<file path="src/rtl/gprs_wb_arbiter_if.sv">
// Write-back bus between the execute/memory stages and gprs_wb_arbiter.
// It carries the ALU and LSU result handshakes and the registered gprs write port.
interface gprs_wb_arbiter_if #(
  parameter int DATA_W = 32,
  parameter int REG_AW = 5
);
  logic              alu_valid;
  logic              alu_ready;
  logic [REG_AW-1:0] alu_rd;
  logic [DATA_W-1:0] alu_data;
  logic              lsu_valid;
  logic              lsu_ready;
  logic [REG_AW-1:0] lsu_rd;
  logic [DATA_W-1:0] lsu_data;
  logic              wena;
  logic [REG_AW-1:0] waddr;
  logic [DATA_W-1:0] wdata;
  logic              lsu_empty;

  modport master (
    output alu_valid, alu_rd, alu_data, lsu_valid, lsu_rd, lsu_data,
    input  alu_ready, lsu_ready, wena, waddr, wdata, lsu_empty
  );

  modport slave (
    input  alu_valid, alu_rd, alu_data, lsu_valid, lsu_rd, lsu_data,
    output alu_ready, lsu_ready, wena, waddr, wdata, lsu_empty
  );
endinterface

</file>
<file path="src/rtl/gprs_wb_arbiter.sv">
// Merges ALU results and FIFO-buffered LSU load results into one registered gprs write port.
// Optional feature macro WB_BYPASS_EN forwards the in-flight write to the two read ports.
module gprs_wb_arbiter #(
  parameter int DATA_W     = 32,
  parameter int REG_AW     = 5,
  parameter int LSU_DEPTH  = 2,
  parameter int STARVE_MAX = 4
) (
  input  logic              clk,
  input  logic              rst_n,
  gprs_wb_arbiter_if.slave  bus
`ifdef WB_BYPASS_EN
  ,
  input  logic [REG_AW-1:0] raddr1,
  input  logic [REG_AW-1:0] raddr2,
  input  logic [DATA_W-1:0] gdata1,
  input  logic [DATA_W-1:0] gdata2,
  output logic [DATA_W-1:0] rdata1,
  output logic [DATA_W-1:0] rdata2
`endif
);

  localparam int PW = $clog2(LSU_DEPTH);
  localparam int CW = PW + 1;
  localparam int SW = $clog2(STARVE_MAX + 1);

  logic [REG_AW-1:0] rd_mem   [LSU_DEPTH];
  logic [DATA_W-1:0] data_mem [LSU_DEPTH];
  logic [PW-1:0]     wr_ptr, rd_ptr;
  logic [CW-1:0]     count;
  logic [SW-1:0]     starve_cnt;
  logic              wena_q, wr_from_lsu;
  logic [REG_AW-1:0] waddr_q;
  logic [DATA_W-1:0] wdata_q;

  logic              full, head_valid, force_lsu, alu_win, push, pop;
  logic [REG_AW-1:0] head_rd;
  logic [DATA_W-1:0] head_data;

  // Head eligibility uses the registered count, so a push into an empty FIFO
  // only becomes poppable on the following cycle.
  always_comb begin
    full       = (count == CW'(LSU_DEPTH));
    head_valid = (count != '0);
    head_rd    = rd_mem[rd_ptr];
    head_data  = data_mem[rd_ptr];
    force_lsu  = head_valid && (starve_cnt == SW'(STARVE_MAX));
    alu_win    = bus.alu_valid && !force_lsu;
    pop        = head_valid && !alu_win;
    push       = bus.lsu_valid && !full;
  end

  assign bus.alu_ready = alu_win || !bus.alu_valid;
  assign bus.lsu_ready = !full;
  assign bus.wena      = wena_q;
  assign bus.waddr     = waddr_q;
  assign bus.wdata     = wdata_q;
  assign bus.lsu_empty = !head_valid && !wr_from_lsu;

  always_ff @(posedge clk) begin
    if (push) begin
      rd_mem[wr_ptr]   <= bus.lsu_rd;
      data_mem[wr_ptr] <= bus.lsu_data;
    end
  end

  // Writes to x0 are still consumed from their source but never raise wena.
  always_ff @(posedge clk or negedge rst_n) begin
    if (!rst_n) begin
      wr_ptr      <= '0;
      rd_ptr      <= '0;
      count       <= '0;
      starve_cnt  <= '0;
      wena_q      <= 1'b0;
      waddr_q     <= '0;
      wdata_q     <= '0;
      wr_from_lsu <= 1'b0;
    end else begin
      if (push) wr_ptr <= wr_ptr + 1'b1;
      if (pop)  rd_ptr <= rd_ptr + 1'b1;
      count <= count + CW'(push) - CW'(pop);

      if (!head_valid || pop)
        starve_cnt <= '0;
      else if (starve_cnt != SW'(STARVE_MAX))
        starve_cnt <= starve_cnt + 1'b1;

      if (alu_win) begin
        wena_q  <= (bus.alu_rd != '0);
        waddr_q <= bus.alu_rd;
        wdata_q <= bus.alu_data;
      end else if (pop) begin
        wena_q  <= (head_rd != '0);
        waddr_q <= head_rd;
        wdata_q <= head_data;
      end else begin
        wena_q  <= 1'b0;
      end
      wr_from_lsu <= pop && (head_rd != '0);
    end
  end

`ifdef WB_BYPASS_EN
  always_comb begin
    rdata1 = (wena_q && (waddr_q == raddr1) && (waddr_q != '0)) ? wdata_q : gdata1;
    rdata2 = (wena_q && (waddr_q == raddr2) && (waddr_q != '0)) ? wdata_q : gdata2;
  end
`endif

endmodule

</file>
<file path="src/flat_wrapper.sv">
// flat-port wrapper written by rule: the top's interface ports become plain ports
module gprs_wb_arbiter_flat 
#(
  parameter int DATA_W     = 32,
  parameter int REG_AW     = 5,
  parameter int LSU_DEPTH  = 2,
  parameter int STARVE_MAX = 4
)
  (clk, rst_n, bus_alu_valid, bus_alu_rd, bus_alu_data, bus_lsu_valid, bus_lsu_rd, bus_lsu_data, bus_alu_ready, bus_lsu_ready, bus_wena, bus_waddr, bus_wdata, bus_lsu_empty);
  gprs_wb_arbiter_if #(.DATA_W(DATA_W), .REG_AW(REG_AW)) bus_i ();
  input  logic clk;
  input  logic rst_n;
  input wire logic [$bits(bus_i.alu_valid)-1:0] bus_alu_valid;
  input wire logic [$bits(bus_i.alu_rd)-1:0] bus_alu_rd;
  input wire logic [$bits(bus_i.alu_data)-1:0] bus_alu_data;
  input wire logic [$bits(bus_i.lsu_valid)-1:0] bus_lsu_valid;
  input wire logic [$bits(bus_i.lsu_rd)-1:0] bus_lsu_rd;
  input wire logic [$bits(bus_i.lsu_data)-1:0] bus_lsu_data;
  output wire logic [$bits(bus_i.alu_ready)-1:0] bus_alu_ready;
  output wire logic [$bits(bus_i.lsu_ready)-1:0] bus_lsu_ready;
  output wire logic [$bits(bus_i.wena)-1:0] bus_wena;
  output wire logic [$bits(bus_i.waddr)-1:0] bus_waddr;
  output wire logic [$bits(bus_i.wdata)-1:0] bus_wdata;
  output wire logic [$bits(bus_i.lsu_empty)-1:0] bus_lsu_empty;
  assign bus_i.alu_valid = bus_alu_valid;
  assign bus_i.alu_rd = bus_alu_rd;
  assign bus_i.alu_data = bus_alu_data;
  assign bus_i.lsu_valid = bus_lsu_valid;
  assign bus_i.lsu_rd = bus_lsu_rd;
  assign bus_i.lsu_data = bus_lsu_data;
  assign bus_alu_ready = bus_i.alu_ready;
  assign bus_lsu_ready = bus_i.lsu_ready;
  assign bus_wena = bus_i.wena;
  assign bus_waddr = bus_i.waddr;
  assign bus_wdata = bus_i.wdata;
  assign bus_lsu_empty = bus_i.lsu_empty;
  gprs_wb_arbiter #(.DATA_W(DATA_W), .REG_AW(REG_AW), .LSU_DEPTH(LSU_DEPTH), .STARVE_MAX(STARVE_MAX)) u_core (.clk(clk), .rst_n(rst_n), .bus(bus_i));
endmodule
</file>
<file path="config.mk">
export PLATFORM = sky130hd
export DESIGN_NAME = gprs_wb_arbiter_flat
export DESIGN_NICKNAME = d
export VERILOG_FILES = /design/src/rtl/gprs_wb_arbiter_if.sv /design/src/rtl/gprs_wb_arbiter.sv /design/src/flat_wrapper.sv
export SDC_FILE = /design/constraint.sdc
export NUM_CORES = 1
export LEC_CHECK = 0
export CORE_MARGIN = 5
export CORE_UTILIZATION = 44
export DETAILED_ROUTE_END_ITERATION = 12
export PLACE_DENSITY = 0.83
export SYNTH_ARGS = -nofsm -noshare
export SYNTH_HDL_FRONTEND = slang
export SYNTH_SLANG_ARGS = --single-unit
export TNS_END_PERCENT = 10
</file>
<file path="constraint.sdc">
create_clock -name clk -period 2.5 [get_ports clk]
set_input_delay 0.75 -clock clk [delete_from_list [all_inputs] [get_ports clk]]
set_output_delay 0.75 -clock clk [all_outputs]
set_load 0.05 [all_outputs]
</file>
# --- Word level (Yosys, flattened, before mapping) ---
# Memories as Yosys holds them, arrays and structs flattened.
# Index checks and enable logic that the tools add are counted.
op_classes:
  addsub: 5
  eq_ne: 3
  n_mux: 10
  reduce_logical: 19
ops:
  columns: ["operator", "n"]
  rows:
  - ["2-to-1 mux 32 bit", 2]
  - ["2-to-1 mux 5 bit", 2]
  - ["nonzero test 5 bit", 2]
  - ["logical AND 1 bit", 6]
  - ["logical NOT 1 bit", 6]
  - ["2-to-1 mux 3 bit", 2]
  - ["nonzero test 2 bit", 3]
  - ["2-to-1 mux 1 bit", 4]
  - ["adder 3 x 1 -> 3 bit (second input constant)", 1]
  - ["== test 3 bit (second input constant)", 1]
  - ["inequality test 3 bit (second input constant)", 1]
  - ["adder 1 bit (second input constant)", 2]
  - ["adder 2 x 1 -> 2 bit", 1]
  - ["== test 2 bit (second input constant)", 1]
  - ["logical OR 1 bit", 2]
  - ["subtractor 2 x 1 -> 2 bit", 1]
totals:
  regBits: 46
  mem_bits_rw: 74
  inputBits: 78
  out_inout_bits: 41
  word_cells: 47
  n_memories: 2
mem_list:
  columns: ["name", "depth", "word_bits", "rd", "rd_clocked_by_memory_dff", "write_ports", "line_no", "rtl"]
  rows:
  - ["u_core.data_mem", 2, 32, 1, 0, 1, "gprs_wb_arbiter.sv:28", "logic [DATA_W-1:0] data_mem [LSU_DEPTH];"]
  - ["u_core.rd_mem", 2, 5, 1, 0, 1, "gprs_wb_arbiter.sv:27", "logic [REG_AW-1:0] rd_mem [LSU_DEPTH];"]

# --- Logic depth before layout (Yosys ltp) ---
# Gate-level depths: netlist of the first run.
depth:
  word_depth: 8
  depth_mapped: 12
  depth_no_buf: 10

# --- Least setup slack after synthesis of the first run ---
# Ideal clock, no wire load.
synth_timing:
  path_kind: "reg2reg"
  start: "reg u_core.count[0]"
  end: "mem u_core.data_mem[0][0], enable pin"
  setup_time_ns: 0.431
  arrival_time_ns: 2.700
  required_time_ns: 2.069
  setup_slack_ns: -0.631
  path_stages_with_launch: 5
  n_path_buf: 1
  synth_period_minus_slack_ns: 3.131
  path_cell_list: "dfrtp_1 buf_4 nand2b_1 nand2_1 nor2_1"
synth_between:
  elab_chain_len: 5
synth_rtl:
  columns: ["item", "line_no", "rtl"]
  rows:
  - ["start: declaration", "gprs_wb_arbiter.sv:30", "logic [CW-1:0] count;"]
  - ["start signal: assignment", "gprs_wb_arbiter.sv:81", "count <= count + CW'(push) - CW'(pop);"]
  - ["== test 2 bit", "gprs_wb_arbiter.sv:43", "full = (count == CW'(LSU_DEPTH));"]
  - ["logical NOT 1 bit", null, null]
  - ["net bus_lsu_ready", "flat_wrapper.sv:20", "output wire logic [$bits(bus_i.lsu_ready)-1:0] bus_lsu_ready;"]
  - ["logical AND 1 bit", "gprs_wb_arbiter.sv:50", "push = bus.lsu_valid && !full;"]
  - ["2-to-1 mux 1 bit", "gprs_wb_arbiter.sv:61", "if (push) begin"]
  - ["2-to-1 mux 1 bit (implied by the code)", "gprs_wb_arbiter.sv:63", "data_mem[wr_ptr] <= bus.lsu_data;"]
  - ["end: declaration", "gprs_wb_arbiter.sv:28", null]
# The timed path passes the listed nets, and every way through them passes these cells.

# --- Final worst setup path of the first run ---
layout_timing:
  start: "reg u_core.waddr_q[4] (netlist: u_core.bus.waddr[4])"
  end: "out bus_waddr[4]"
layout_lines:
  columns: ["item", "line_no", "rtl"]
  rows:
  - ["start: declaration", "gprs_wb_arbiter.sv:33", "logic [REG_AW-1:0] waddr_q;"]
  - ["start signal: assignment", "gprs_wb_arbiter.sv:90", "waddr_q <= bus.alu_rd;"]
  - ["start signal: assignment", "gprs_wb_arbiter.sv:94", "waddr_q <= head_rd;"]
  - ["end: declaration", "flat_wrapper.sv:22", "output wire logic [$bits(bus_i.waddr)-1:0] bus_waddr;"]
# No word-level cell between the ends.

==> impl_metrics.csv, run 1 <==
group,metric,value,unit
layout,fillers,773,
yosys,ys_top_cells_by_area,"edfxtp_1 (47%), dfrtp_1 (25%), mux2i_1 (7.9%)",
timing,fin_crit_sh,0.983,
timing,fin_skew,0.00906,ns
worst_setup_path,startpoint_type,"register",
grt,grt_pass1_vias,3344,
clock_tree,hold_buffers,0,
clock_tree,cts.path.max_buffers,2,
worst_setup_path,cp_cell_sequence,"clkdlybuf4s50_1",
power,switching_power,0.00287,W
yosys,syn_inst,293,
yosys,synth_enable_flop_cells,74,
status,status,"finished clean",
worst_setup_path,path_buf_inv,1,
drt,wl_met2,5.89,mm
timing,fin_setup_tns,0,ns
yosys,synth.avg_cell_area,16.0,um^2
drt,viasPerCell,5.39,
worst_setup_path,cp_top_family,"buffers and inverters",
yosys,ys_seq_area_frac,0.718,
yosys,synth_top_area_share,0.473,
timing,hold_viol_final,0,
clock_tree,numCtsBuffers,17,
layout,instances_no_fill,566,
drt,drc_errors,0,
power,comb_power_share,0.334,
power,powerDensity,1240,nW/um^2
yosys,synth_common_cells,"edfxtp_1 (74), dfrtp_1 (46), a32oi_1 (37), mux2i_1 (37), o21ai_1 (37)",
yosys,synth.distinct_cells,29,
yosys,synth_warnings,0,
power,irDropWorstVdd,0.000655,V
clock_tree,postCtsResizedCells,0,
drt,highest_layer,"met4",
timing,holdWs,0.165,ns
clock_tree,post_cts_buffers,0,
timing,slew_headroom,0.511,
grt,grt_max_degree,41,
worst_setup_path,cp_slowest_cell,"clkdlybuf4s50_1",
layout,diodes,0,
drt,dr_wl_met3,511,um
worst_setup_path,crit_arrival,1.71,ns
timing,worst_pin_slew,0.730,ns
grt,grt_pass1_wl,17.3,mm
hold_path,hold_path.class,"input port to asynchronous set/reset pin",
worst_setup_path,max_stage_delay,0.83,ns
yosys,synth_ff_type,"edfxtp_1",
placed_design,io_buffers,118,
clock_tree,clkTransAtPathRegs,0.06,ns
power,p_int,0.00529,W
grt,grt_antenna_before_repair,0,
power,clockPowerShare,0.290,
timing,rsz0062_at_grt,"false",
layout,finalNetCount,499,
clock_tree,clk_root_buffer_cell,"clkbuf_8",
flow_run,maxCapViolCount,0,
layout,area_growth,40.0,%
yosys,synth.ff_latch_count,120,
die,io_pins,119,
die,die_area,12800,um^2
power,p_seq_frac,0.377,
clock_tree,clk_latency,0.50,ns
clock_tree,cts_sinks,120,
drt,drt-met1-wl,4.25,mm
clock_tree,cts_tree,"built",
drt,first_pass_iters,5,
power,p_leak,2.49,nW
die,placement_rows,37,
grt,grt_usage,0.176,
die,initial_core_util,0.453,
grt,overflow,0,
yosys,syn_area,4700,um^2
yosys,synth_top_area_cell,"edfxtp_1",
die,dieWidth,113,um
yosys,syn-num-nets,375,
timing,fmax,407,MHz
drt,ant_nets,0,
die,dieHeight,113,um
worst_setup_path,endpoint_kind,"output pin",
timing,min_period,2.46,ns
placed_design,place.gp.congestion,0.759,
placed_design,dp_hpwl,7.22,mm
power,total_power,0.00816,W
yosys,synth_most_common_cell,"edfxtp_1",
timing,drv_slew,0,
timing,setup_viol,0,
clock_tree,cts_max_level,4,
power,switching_share,0.352,
drt,vias,3050,
drt,totalWireLength,10.8,mm
worst_setup_path,worstPathMaxFanout,2,
layout,layout-drive-gt1-share,0.130,
placed_design,dp_cells,534,
placed_design,post_dp_cell_area,5980,um^2
worst_setup_path,crit_type,"register to output pin",
drt,routedWlPerCell,19.1,um
worst_setup_path,worst_ep_required_time,1.75,ns
drt,initialDrtViolationCount,100,
yosys,async_flop_share,0.383,
die,core_area,10400,um^2
layout,fin_area,6580,um^2
[logic make-up after synthesis]
logic type / Yosys count / synth area share
buffers and inverters: 30 / 0.0392
xor gates and xnor gates: 5 / 0.00932
adders and majority gates: 4 / 0.0107
AOI/OAI and AO/OA: 78 / 0.116
muxes: 37 / 0.0789
and+or+nand+nor: 19 / 0.0274
DFF: 120 / 0.718
[metrics by stage]
stage | utilization | setup slack, ns
floorplan | - | 0.0721
global placement | 0.577 | 0.405
detailed placement | 0.577 | 0.344
CTS | 0.634 | 0.0260
global route | 0.634 | 0.00447
finish | 0.634 | 0.0430
[layer usage]
layer | GRT usage | vias to the layer above
met1 | 0.202 | 1530
met2 | 0.311 | 97
met5 | 0 | -
li1 | - | 1408
met4 | 0.0617 | 0
met3 | 0.0551 | 15
[power by group through the flow]
stage / Clock [W] / Sequential, W / Combinational (W)
6_report: 0.00236 / 0.00307 / 0.00272
3_3_place_gp: 0 / 0.00308 / 0.00269
3_5_place_dp: 0 / 0.00310 / 0.00274
4_1_cts: 0.00240 / 0.00308 / 0.00276
5_1_grt: 0.00251 / 0.00313 / 0.00289
2_1_floorplan: 0 / 0.00377 / 0.00114
[cell type report]
| cell class | count | area (um^2) | area share |
|---|---|---|---|
| Clock buffer | 24 | 500 | 0.0761 |
| Clock inverter | 8 | 92.6 | 0.0141 |
| Inverter | 6 | 22.5 | 0.00342 |
| Multi-Input combinational cell | 143 | 1160 | 0.176 |
| Sequential cell | 120 | 3370 | 0.513 |
| Tap cell | 136 | 170 | 0.0259 |
| Timing Repair Buffer | 129 | 1260 | 0.191 |
[cell usage in the layout, fill, tap and decap left out, types with 2 or more instances in the layout]
cell / count
buf_2: 2
clkinv_2: 5
or4_1: 2
nor3_2: 2
nand2_1: 2
edfxtp_1: 74
nor3_1: 4
a32oi_1: 37
o21ai_1: 37
inv_1: 6
clkdlybuf4s50_1: 113
ha_1: 4
clkbuf_8: 7
xnor2_1: 5
mux2i_1: 37
bufinv_16: 2
clkbuf_16: 16
dfrtp_1: 45
buf_4: 13
[registers in the layout (all words and copies together), names as in the netlist]
| signal | flops |
|---|---|
| u_core.rd_mem | 10 |
| u_core.bus.waddr | 5 |
| u_core.starve_cnt | 3 |
| u_core.rd_ptr | 1 |
| u_core.data_mem | 64 |
| u_core.wr_from_lsu | 1 |
| u_core.bus.wdata | 32 |
| u_core.count | 2 |
| u_core.wr_ptr | 1 |
| u_core.bus.wena | 1 |
[worst paths after layout]
path / start / endpoint / cells after the start / slack (ns)
min in group clk: u_core.starve_cnt[0]$_DFFE_PN0P_ / u_core.starve_cnt[0]$_DFFE_PN0P_ / 1 / 0.49
max in group asynchronous: rst_n / u_core.rd_ptr$_DFFE_PN0P_ / 2 / 1.72
min reg2reg: u_core.starve_cnt[0]$_DFFE_PN0P_ / u_core.starve_cnt[0]$_DFFE_PN0P_ / 1 / 0.49
min: rst_n / u_core.bus.wdata[12]$_DFFE_PN0P_ / 1 / 0.17
max: u_core.bus.waddr[4]$_DFFE_PN0P_ / bus_waddr[4] / 1 / 0.04
max reg2reg: u_core.starve_cnt[0]$_DFFE_PN0P_ / u_core.count[1]$_DFF_PN0_ / 10 / 0.56
Power figures use the tool's default switching activity.
==> run 2: changes to the inputs <==
--- a/config.mk
+++ b/config.mk
@@ -5,8 +5,10 @@
 export SDC_FILE = /design/constraint.sdc
 export NUM_CORES = 1
 export LEC_CHECK = 0
+export CELL_PAD_IN_SITES_DETAIL_PLACEMENT = 1
+export CELL_PAD_IN_SITES_GLOBAL_PLACEMENT = 1
 export CORE_MARGIN = 5
-export CORE_UTILIZATION = 44
+export CORE_UTILIZATION = 36
 export DETAILED_ROUTE_END_ITERATION = 12
 export PLACE_DENSITY = 0.83
 export SYNTH_ARGS = -nofsm -noshare
==> run 2 against run 1 <==
Compared with the run above:
- critical endpoint unchanged
- non-clock buffer count shrank 1
- design area barely moved
- clock skew is essentially flat
- die area increased by 20%
- combinational power is 4% higher
- register-to-register slack got worse by 0.03 ns
- critical path depth did not move
- setup slack better by 0.10 ns
==> impl_metrics.csv, run 2 (same netlist as run 1, synthesis figures left out) <==
group,metric,value,unit
clock_tree,cts_tree,"built",
clock_tree,clk_latency,0.40,ns
drt,ant_nets,0,
timing,slew_headroom,0.523,
worst_setup_path,worst_ep_required_time,1.75,ns
layout,largest_register_ffs,64,
clock_tree,hold_buffers,0,
clock_tree,clk_root_buffer_cell,"clkbuf_16",
power,p_int,0.00509,W
layout,finalNetCount,498,
die,die_area,15400,um^2
timing,fmax,424,MHz
flow_run,maxCapViolCount,0,
layout,final_common_cell,"clkdlybuf4s50_1",
clock_tree,post_cts_buffers,0,
timing,min_period,2.36,ns
worst_setup_path,worstPathMaxFanout,2,
grt,grt_max_degree,47,
placed_design,post_dp_cell_area,6030,um^2
worst_setup_path,timing.rr.end,"u_core.count[1]$_DFF_PN0_",
layout,most-common-layout-cells,"clkdlybuf4s50_1 (113), edfxtp_1 (74), dfrtp_1 (45)",
timing,drv_slew,0,
grt,grt_antenna_before_repair,2,
die,initial_core_util,0.369,
status,status,"finished clean",
timing,fin_setup_tns,0,ns
worst_setup_path,path_depth,1,
power,irDropWorstVdd,0.000607,V
layout,area_growth,39.9,%
drt,routedWlPerCell,20.4,um
worst_setup_path,crit_arrival,1.61,ns
drt,vias,3080,
layout,layout-drive-gt1-share,0.124,
power,p_leak,2.44,nW
worst_setup_path,cp_slowest_cell,"clkdlybuf4s50_1",
grt,grt_pass1_wl,19.4,mm
power,comb_power_share,0.349,
layout,fin_area,6570,um^2
die,dieHeight,124,um
layout,register_area,3370,um^2
placed_design,io_buffers,118,
clock_tree,clkTransAtPathRegs,0.05,ns
grt,overflow,0,
die,placement_rows,41,
timing,rsz0062_at_grt,"false",
hold_path,hold_path.class,"input port to asynchronous set/reset pin",
die,dieWidth,124,um
power,switching_power,0.00299,W
clock_tree,cts_sinks,120,
timing,hold_viol_final,0,
layout,fillers,1302,
timing,worst_pin_slew,0.712,ns
clock_tree,cts.path.max_buffers,2,
drt,totalWireLength,12.2,mm
layout,diodes,0,
worst_setup_path,r2r_slack,0.53,ns
placed_design,place.gp.congestion,0.774,
layout,multiInputGateArea,1160,um^2
power,clockPowerShare,0.271,
worst_setup_path,endpoint_kind,"output pin",
layout,regMostFlops,"u_core.data_mem",
worst_setup_path,r2r_start,"u_core.starve_cnt[0]$_DFFE_PN0P_",
drt,drc_errors,0,
clock_tree,numCtsBuffers,17,
worst_setup_path,startpoint,"u_core.bus.waddr[4]$_DFFE_PN0P_",
power,powerDensity,1230,nW/um^2
drt,first_pass_iters,4,
worst_setup_path,ff2ff_path_depth,10,
die,core_area,12700,um^2
worst_setup_path,cp_cell_sequence,"clkdlybuf4s50_1",
timing,fin_skew,0.00893,ns
clock_tree,cts_max_level,4,
drt,viasPerCell,5.12,
grt,grt_pass1_vias,3586,
worst_setup_path,crit_type,"register to output pin",
worst_setup_path,path_buf_inv,1,
timing,fin_crit_sh,0.942,
worst_setup_path,cp_top_family,"buffers and inverters",
power,p_seq_frac,0.380,
timing,setup_viol,0,
power,switching_share,0.370,
clock_tree,postCtsResizedCells,0,
drt,initialDrtViolationCount,187,
worst_setup_path,crit_path_end,"bus_waddr[4]",
die,io_pins,119,
worst_setup_path,max_stage_delay,0.82,ns
grt,grt_usage,0.161,
worst_setup_path,startpoint_type,"register",
placed_design,dp_hpwl,8.28,mm
-- run 2: changes by cell type in the layout (fill, tap and decap cells not counted) --
cell and change:
bufinv_16 -1, clkinv_4 +2, clkbuf_8 -7, buf_12 +1, clkbuf_16 +1, buf_4 -2, clkinvlp_4 +3, clkinv_1 +2
-- run 2: worst min-delay path by stage --
stage / start / end / slack, ns / cells after the start
5_1_grt: rst_n / u_core.bus.wdata[9]$_DFFE_PN0P_ / 0.49 / 2
6_report: rst_n / u_core.bus.wdata[9]$_DFFE_PN0P_ / 0.46 / 2
3_3_place_gp: u_core.starve_cnt[0]$_DFFE_PN0P_ / u_core.starve_cnt[0]$_DFFE_PN0P_ / 0.46 / 1
4_1_cts: rst_n / u_core.bus.wdata[9]$_DFFE_PN0P_ / 0.46 / 2
2_1_floorplan: u_core.starve_cnt[0]$_DFFE_PN0P_ / u_core.starve_cnt[0]$_DFFE_PN0P_ / 0.44 / 1
3_5_place_dp: u_core.starve_cnt[0]$_DFFE_PN0P_ / u_core.starve_cnt[0]$_DFFE_PN0P_ / 0.47 / 1
-- run 2: final cells by class --
cell class                      instances  area share
Clock buffer                           18      0.0653
Inverter                                6     0.00343
Tap cell                              172      0.0327
Sequential cell                       120       0.513
Clock inverter                         14      0.0168
Multi-Input combinational cell        143       0.176
Timing Repair Buffer                  128       0.192
-- run 2: metal layers --
| metal | GRT usage | vias to the layer above | share of wire |
|---|---|---|---|
| li1 | - | 1400 | - |
| met1 | 0.181 | 1559 | 0.40 |
| met2 | 0.280 | 99 | 0.53 |
| met3 | 0.0570 | 18 | 0.050 |
| met4 | 0.0613 | 4 | 0.016 |
| met5 | 0 | - | 0.0022 |
-- run 2: power groups by stage --
stage,clock (W),sequential [W],combinational [W]
after detailed placement,0,0.00309,0.00285
final,0.00219,0.00307,0.00282
after CTS,0.00224,0.00307,0.00287
after global routing,0.00233,0.00313,0.00299
after floorplan,0,0.00377,0.00114
after global placement,0,0.00305,0.00275
-- run 2: metrics by stage --
step                      hold WS, ns  setup slack (ns)  power [W]  std cells  utilization
after detailed placement        0.472             0.314    0.00594        569        0.474
after global routing            0.491             0.103    0.00845        601        0.517
after CTS                       0.462             0.122    0.00818        601        0.517
after floorplan                 0.441            0.0721    0.00491        293            -
final                           0.456             0.144    0.00807        601        0.517
after global placement          0.457             0.415    0.00580        569        0.474
